## src/rtl/viterbi_dec.sv

```systemverilog
// Hard-decision Viterbi decoder for the rate-1/2 programmable-mask code produced by conv_enc.
// Register-exchange survivors of depth D; saturating path metrics re-normalised to a zero minimum.
module viterbi_dec #(
  parameter int N  = 4,
  parameter int D  = 16,
  parameter int MW = 6
) (
  input  logic          clk,
  input  logic          reset,
  input  logic [1:0]    load_mask,
  input  logic [N-1:0]  mask,
  input  logic          clear,
  input  logic          sym_valid,
  input  logic [1:0]    sym_in,
  output logic          data_out,
  output logic          data_valid,
  output logic [MW-1:0] best_metric
);
  localparam int unsigned   S        = 1 << (N-1);
  localparam int unsigned   FW       = $clog2(D+1);
  localparam logic [MW-1:0] PM_INIT  = MW'(2*N);
  localparam logic [FW-1:0] FILL_MAX = FW'(D);

  logic [N-1:0]  mask0_q, mask1_q;
  logic [MW-1:0] pm_q   [S];
  logic [MW-1:0] acs_pm [S];
  logic [MW-1:0] pm_d   [S];
  logic [D-1:0]  path_q [S];
  logic [D-1:0]  path_d [S];
  logic [FW-1:0] fill_q;
  logic [MW-1:0] min_pm;
  logic [N-2:0]  best_d;
  logic          data_out_q, data_valid_q;
  logic [MW-1:0] best_metric_q;
  logic          init;

  assign init = clear || (load_mask != 2'b00);

  function automatic logic [1:0] branch_metric(input logic [N-1:0] w,
                                               input logic [N-1:0] m0,
                                               input logic [N-1:0] m1,
                                               input logic [1:0]   sym);
    logic [1:0] diff;
    diff = sym ^ {^(m1 & w), ^(m0 & w)};
    return {1'b0, diff[1]} + {1'b0, diff[0]};
  endfunction

  function automatic logic [MW-1:0] sat_add(input logic [MW-1:0] a, input logic [1:0] b);
    logic [MW:0] s;
    s = {1'b0, a} + {{(MW-1){1'b0}}, b};
    return s[MW] ? '1 : s[MW-1:0];
  endfunction

  // Add-compare-select: predecessors of ns differ only in their oldest bit x; ties keep x = 0.
  always_comb begin : acs
    logic [N-2:0]  ns, pred0, pred1;
    logic [MW-1:0] c0, c1;
    ns    = '0;
    pred0 = '0;
    pred1 = '0;
    c0    = '0;
    c1    = '0;
    for (int unsigned i = 0; i < S; i++) begin
      acs_pm[i] = '0;
      path_d[i] = '0;
    end
    for (int unsigned i = 0; i < S; i++) begin
      ns    = (N-1)'(i);
      pred0 = {ns[N-3:0], 1'b0};
      pred1 = {ns[N-3:0], 1'b1};
      c0 = sat_add(pm_q[pred0], branch_metric({ns[N-2], pred0}, mask0_q, mask1_q, sym_in));
      c1 = sat_add(pm_q[pred1], branch_metric({ns[N-2], pred1}, mask0_q, mask1_q, sym_in));
      if (c1 < c0) begin
        acs_pm[i] = c1;
        path_d[i] = {path_q[pred1][D-2:0], ns[N-2]};
      end else begin
        acs_pm[i] = c0;
        path_d[i] = {path_q[pred0][D-2:0], ns[N-2]};
      end
    end
  end

  always_comb begin : normalise
    logic found;
    found  = 1'b0;
    min_pm = '1;
    best_d = '0;
    for (int unsigned i = 0; i < S; i++) begin
      if (acs_pm[i] < min_pm) min_pm = acs_pm[i];
    end
    for (int unsigned i = 0; i < S; i++) begin
      pm_d[i] = acs_pm[i] - min_pm;
    end
    for (int unsigned i = 0; i < S; i++) begin
      if (!found && pm_d[i] == '0) begin
        best_d = (N-1)'(i);
        found  = 1'b1;
      end
    end
  end

  always_ff @(posedge clk or negedge reset) begin
    if (!reset) begin
      mask0_q <= '1;
      mask1_q <= '1;
      for (int unsigned i = 0; i < S; i++) begin
        pm_q[i]   <= (i == 0) ? '0 : PM_INIT;
        path_q[i] <= '0;
      end
      fill_q        <= '0;
      data_out_q    <= 1'b0;
      data_valid_q  <= 1'b0;
      best_metric_q <= '0;
    end else if (init) begin
      if (load_mask[0]) mask0_q <= mask;
      if (load_mask[1]) mask1_q <= mask;
      for (int unsigned i = 0; i < S; i++) begin
        pm_q[i]   <= (i == 0) ? '0 : PM_INIT;
        path_q[i] <= '0;
      end
      fill_q        <= '0;
      data_valid_q  <= 1'b0;
      best_metric_q <= '0;
    end else if (sym_valid) begin
      for (int unsigned i = 0; i < S; i++) begin
        pm_q[i]   <= pm_d[i];
        path_q[i] <= path_d[i];
      end
      if (fill_q != FILL_MAX) fill_q <= fill_q + FW'(1);
      data_out_q    <= path_d[best_d][D-1];
      data_valid_q  <= (fill_q >= FW'(D-1));
      best_metric_q <= pm_d[best_d];
    end else begin
      data_valid_q <= 1'b0;
    end
  end

  assign data_out    = data_out_q;
  assign data_valid  = data_valid_q;
  assign best_metric = best_metric_q;
endmodule

```

## config.mk

```make
export PLATFORM = sky130hd
export DESIGN_NAME = viterbi_dec
export DESIGN_NICKNAME = d
export VERILOG_FILES = /design/src/rtl/viterbi_dec.sv
export SDC_FILE = /design/constraint.sdc
export NUM_CORES = 1
export LEC_CHECK = 0
export CAP_MARGIN = 10
export CORE_MARGIN = 2
export CORE_UTILIZATION = 28
export CTS_BUF_LIST = sky130_fd_sc_hd__clkbuf_4 sky130_fd_sc_hd__clkbuf_8
export DETAILED_ROUTE_END_ITERATION = 16
export PLACE_DENSITY = 0.44
export SYNTH_ARGS = -nofsm -noshare
export SYNTH_HDL_FRONTEND = slang
export SYNTH_SLANG_ARGS = --single-unit
export TNS_END_PERCENT = 100
```

## constraint.sdc

```tcl
create_clock -name clk -period 19 [get_ports clk]
set_input_delay 3.8 -clock clk [delete_from_list [all_inputs] [get_ports clk]]
set_output_delay 3.8 -clock clk [all_outputs]
set_load 0.1 [all_outputs]
```

==> run summary <==
outcome - complete, but fails checks
failing checks - setup timing
width of the die - 250 um
GP Congestion - 0.958
I/O pin count - 20
design area - 0.0225 mm2
DRT Wirelength - 64.6 mm
initial core utilization - 28.2%
relative max-transition margin - 25.1%
MaxCap Viol Count - 0
Fillers - 6193
Post-Syn Area - 0.0169 mm2
Final Cycle Share - 105%
hold_buf cts - 0
Clock Tree Buf Depth - 2
insertion delay of the later-clocked pin in the worst-skew pair - 0.57 ns
CTS Buf Count - 17
area of placed instances - 0.0208 mm2
register area - 0.00437 mm2
first-pass detailed-route iteration total - 5
Critical Path Source Type - input port
global route hottest layer - met2
core area - 0.0600 mm2
count of cell types in the netlist - 121
fin util - 37.6%
Post-Synthesis Cells - 2040
Detailed Route Iter0 Violations - 1127
WL per Instance - 20.4 um
layout cell share with drive strength beyond 1 - 31.2%
Post-route DRC - 0
Sink Count - 174
GR Util met3 - 2.32%
placed insts - 3077
grt ovf - 0
antenna violations before repair - 0
final max-slew violation count - 0
Post-synth top flop - dfrtp_1
Syn Nets - 2163
Layout Cells excl Fill - 3163
final hold vios - 0
clk_skew - 0.0311 ns
GRT Total Usage - 20.6%
Post-DRT Antenna Nets - 0
RSZ-0062 raised after global routing - true
root buffer cell - clkbuf_8
chip height - 250 um
Crit path arrival time - 20.34 ns
Syn-to-layout area delta - 33.3%
Synth Register Bits - 174
worst min path class - reg2reg
FFs w/ async S/R, synth - 100%
CTS tree - built
Vias - 16596
sequential fraction of the synthesis area - 25.9%
Crit path top cell by count - ha_4
Die Area - 0.0624 mm2
H-Tree Level Count - 4
CP max FO - 5
final setup fails - 7
drt via density - 5.25
CP Capture Type - register
Placement Rows - 90
required time worst endpoint - 19.43 ns
slew at the pin with the worst max-slew slack - 1.09 ns
HPWL Detailed - 49.6 mm
critical path type - in2reg
first-pass GRT wire length - 99.1 mm
EDFF count, synth - 0
FMAX - 50.2 MHz
Reg clk slew, reported paths - 0.12 ns
final hold slack - 0.498 ns
Crit-path slowest cell - a311oi_4
largest net degree at the start of global routing - 127
multi-input logic area - 0.0129 mm2
met1 usage - 28.5%
Final Worst Setup Slack - -0.906 ns
Synth Warn # - 0
Synth Area per Inst - 8.29 um2
nets - 2491
minimum clock period - 19.91 ns
Buffers on Ports - 19
largest stage delay on the critical path - 0.51 ns
vias in the first global route - 16255
Antenna diodes - 0
grt met2 use - 32.8%
[registers in the layout (all words and copies together) (netlist names)]
signal,count
best_metric,6
mask0_q,4
path_q,105
data_out,1
mask1_q,4
fill_q,5
pm_q,48
data_valid,1
[layer usage]
metal | up-vias | wire length [um]
li1 | 8042 | -
met3 | 88 | 2240
met2 | 343 | 29400
met1 | 8123 | 30800
met4 | 0 | 2150
met5 | - | 0
[cell type report]
cell class	instances	share of cell area, %
multi-input cells	1631	57.1
flip-flops and latches	174	19.4
repair buffers	435	15.3
well taps	782	4.34
inverters	109	1.86
clock buffers	18	1.07
clock inverters	14	0.849
[kinds of logic (layout without fill, tap and decap cells)]
family          Yosys count  after routing  synth area share, %
buf+inv                 235            576                 6.16
xor+xnor                 95             95                 4.92
mux                     198            198                 12.0
flops                   174            174                 25.9
fa+ha+maj               115            115                 9.17
simple gates            690            690                 19.2
compound gates          533            533                 22.7
[cell usage in the layout, fill, tap and decap left out, drive strengths merged, types with 10 or more instances in the layout]
cell,n
nor4,12
a31oi,26
clkbuf,20
nor2b,10
nor3,30
xnor2,66
nand4,15
a21oi,91
mux2i,170
a31o,11
a211oi,128
o21ai,111
or3,15
buf,418
nand3,74
a2111oi,12
inv,114
fa,16
dfrtp,159
ha,95
nor2,317
mux2,28
nand2b,16
xor2,29
and2,16
dfstp,15
and3,16
a21o,31
nand3b,14
clkdlybuf4s50,15
o21a,17
nand2,120
o211ai,10
[synth_stat cells, drive strengths merged (7+ instances only)]
| library cell | count | area (um2) |
|---|---|---|
| or4 | 8 | 60.1 |
| o22ai | 7 | 43.8 |
| dfstp | 15 | 394 |
| dfrtp | 159 | 3980 |
| or2 | 8 | 50.1 |
| nand3 | 74 | 380 |
| a31oi | 26 | 181 |
| xnor2 | 66 | 578 |
| o21a | 17 | 135 |
| nor4 | 12 | 81.3 |
| nor2 | 317 | 1200 |
| xor2 | 29 | 254 |
| a2111oi | 12 | 176 |
| nor3 | 30 | 155 |
| nand3b | 14 | 105 |
| o211ai | 10 | 75.1 |
| ha | 95 | 1190 |
| inv | 107 | 402 |
| and2 | 16 | 104 |
| a211oi | 128 | 988 |
| and3 | 16 | 105 |
| buf | 56 | 359 |
| nand4 | 15 | 100 |
| or3 | 15 | 98.8 |
| o31ai | 9 | 96.4 |
| nand2b | 16 | 100 |
| a21oi | 91 | 482 |
| mux2i | 170 | 1720 |
| mux2 | 28 | 315 |
| nand2 | 120 | 455 |
| a22oi | 8 | 65.1 |
| o21ai | 111 | 563 |
| a31o | 11 | 96.4 |
| a21o | 31 | 234 |
| clkbuf | 68 | 255 |
| nor2b | 10 | 62.6 |
| o311ai | 7 | 61.3 |
| fa | 16 | 320 |
[final timing paths]
check                                                start                          to  slack [ns]  cells after the start
min in group asynchronous                            reset     path_q[119]$_DFFE_PN0P_        3.23                      1
worst max-delay path                             sym_in[0]        data_out$_DFFE_PN0P_       -0.91                     86
worst min-delay path            best_metric[4]$_DFFE_PN0P_  best_metric[4]$_DFFE_PN0P_        0.50                      2
worst min register to register  best_metric[4]$_DFFE_PN0P_  best_metric[4]$_DFFE_PN0P_        0.50                      2
worst max register to register      mask1_q[1]$_DFFE_PN1P_        data_out$_DFFE_PN0P_        1.84                     84
max in group asynchronous                            reset        pm_q[13]$_DFFE_PN0P_       14.55                      2
[per-stage QoR]
stage | TNS [ns] | worst slack [ns]
4_1_cts | -2.24 | -0.441
5_1_grt | -10.58 | -1.46
3_5_place_dp | -38.82 | -2.29
3_3_place_gp | -19.59 | -1.77
2_1_floorplan | -14.03 | -1.58
6_report | -5.18 | -0.906
[repair_timing]
item | in CTS | in global routing
hold endpoints to repair | 0 | 0
endpoints found under the setup margin | 29 | 30
pin swaps | 59 | 74
cloned | 0 | 0
resized for setup | 110 | 86
buffers inserted | 37 | 21
[worst max-delay path: cells and delay by family]
kind | cells | cell delay [ns]
adder cells (fa/ha/maj) | 12 | 2.78
AND/OR/NAND/NOR | 25 | 4.84
buffers and inverters | 12 | 1.16
multiplexers | 9 | 2.09
XOR/XNOR | 3 | 0.60
AO/OA/AOI/OAI | 25 | 5.02
Power is left out: the tool's default activity adds up to more than one toggle a clock period on the data nets, which glitch-free logic cannot reach.
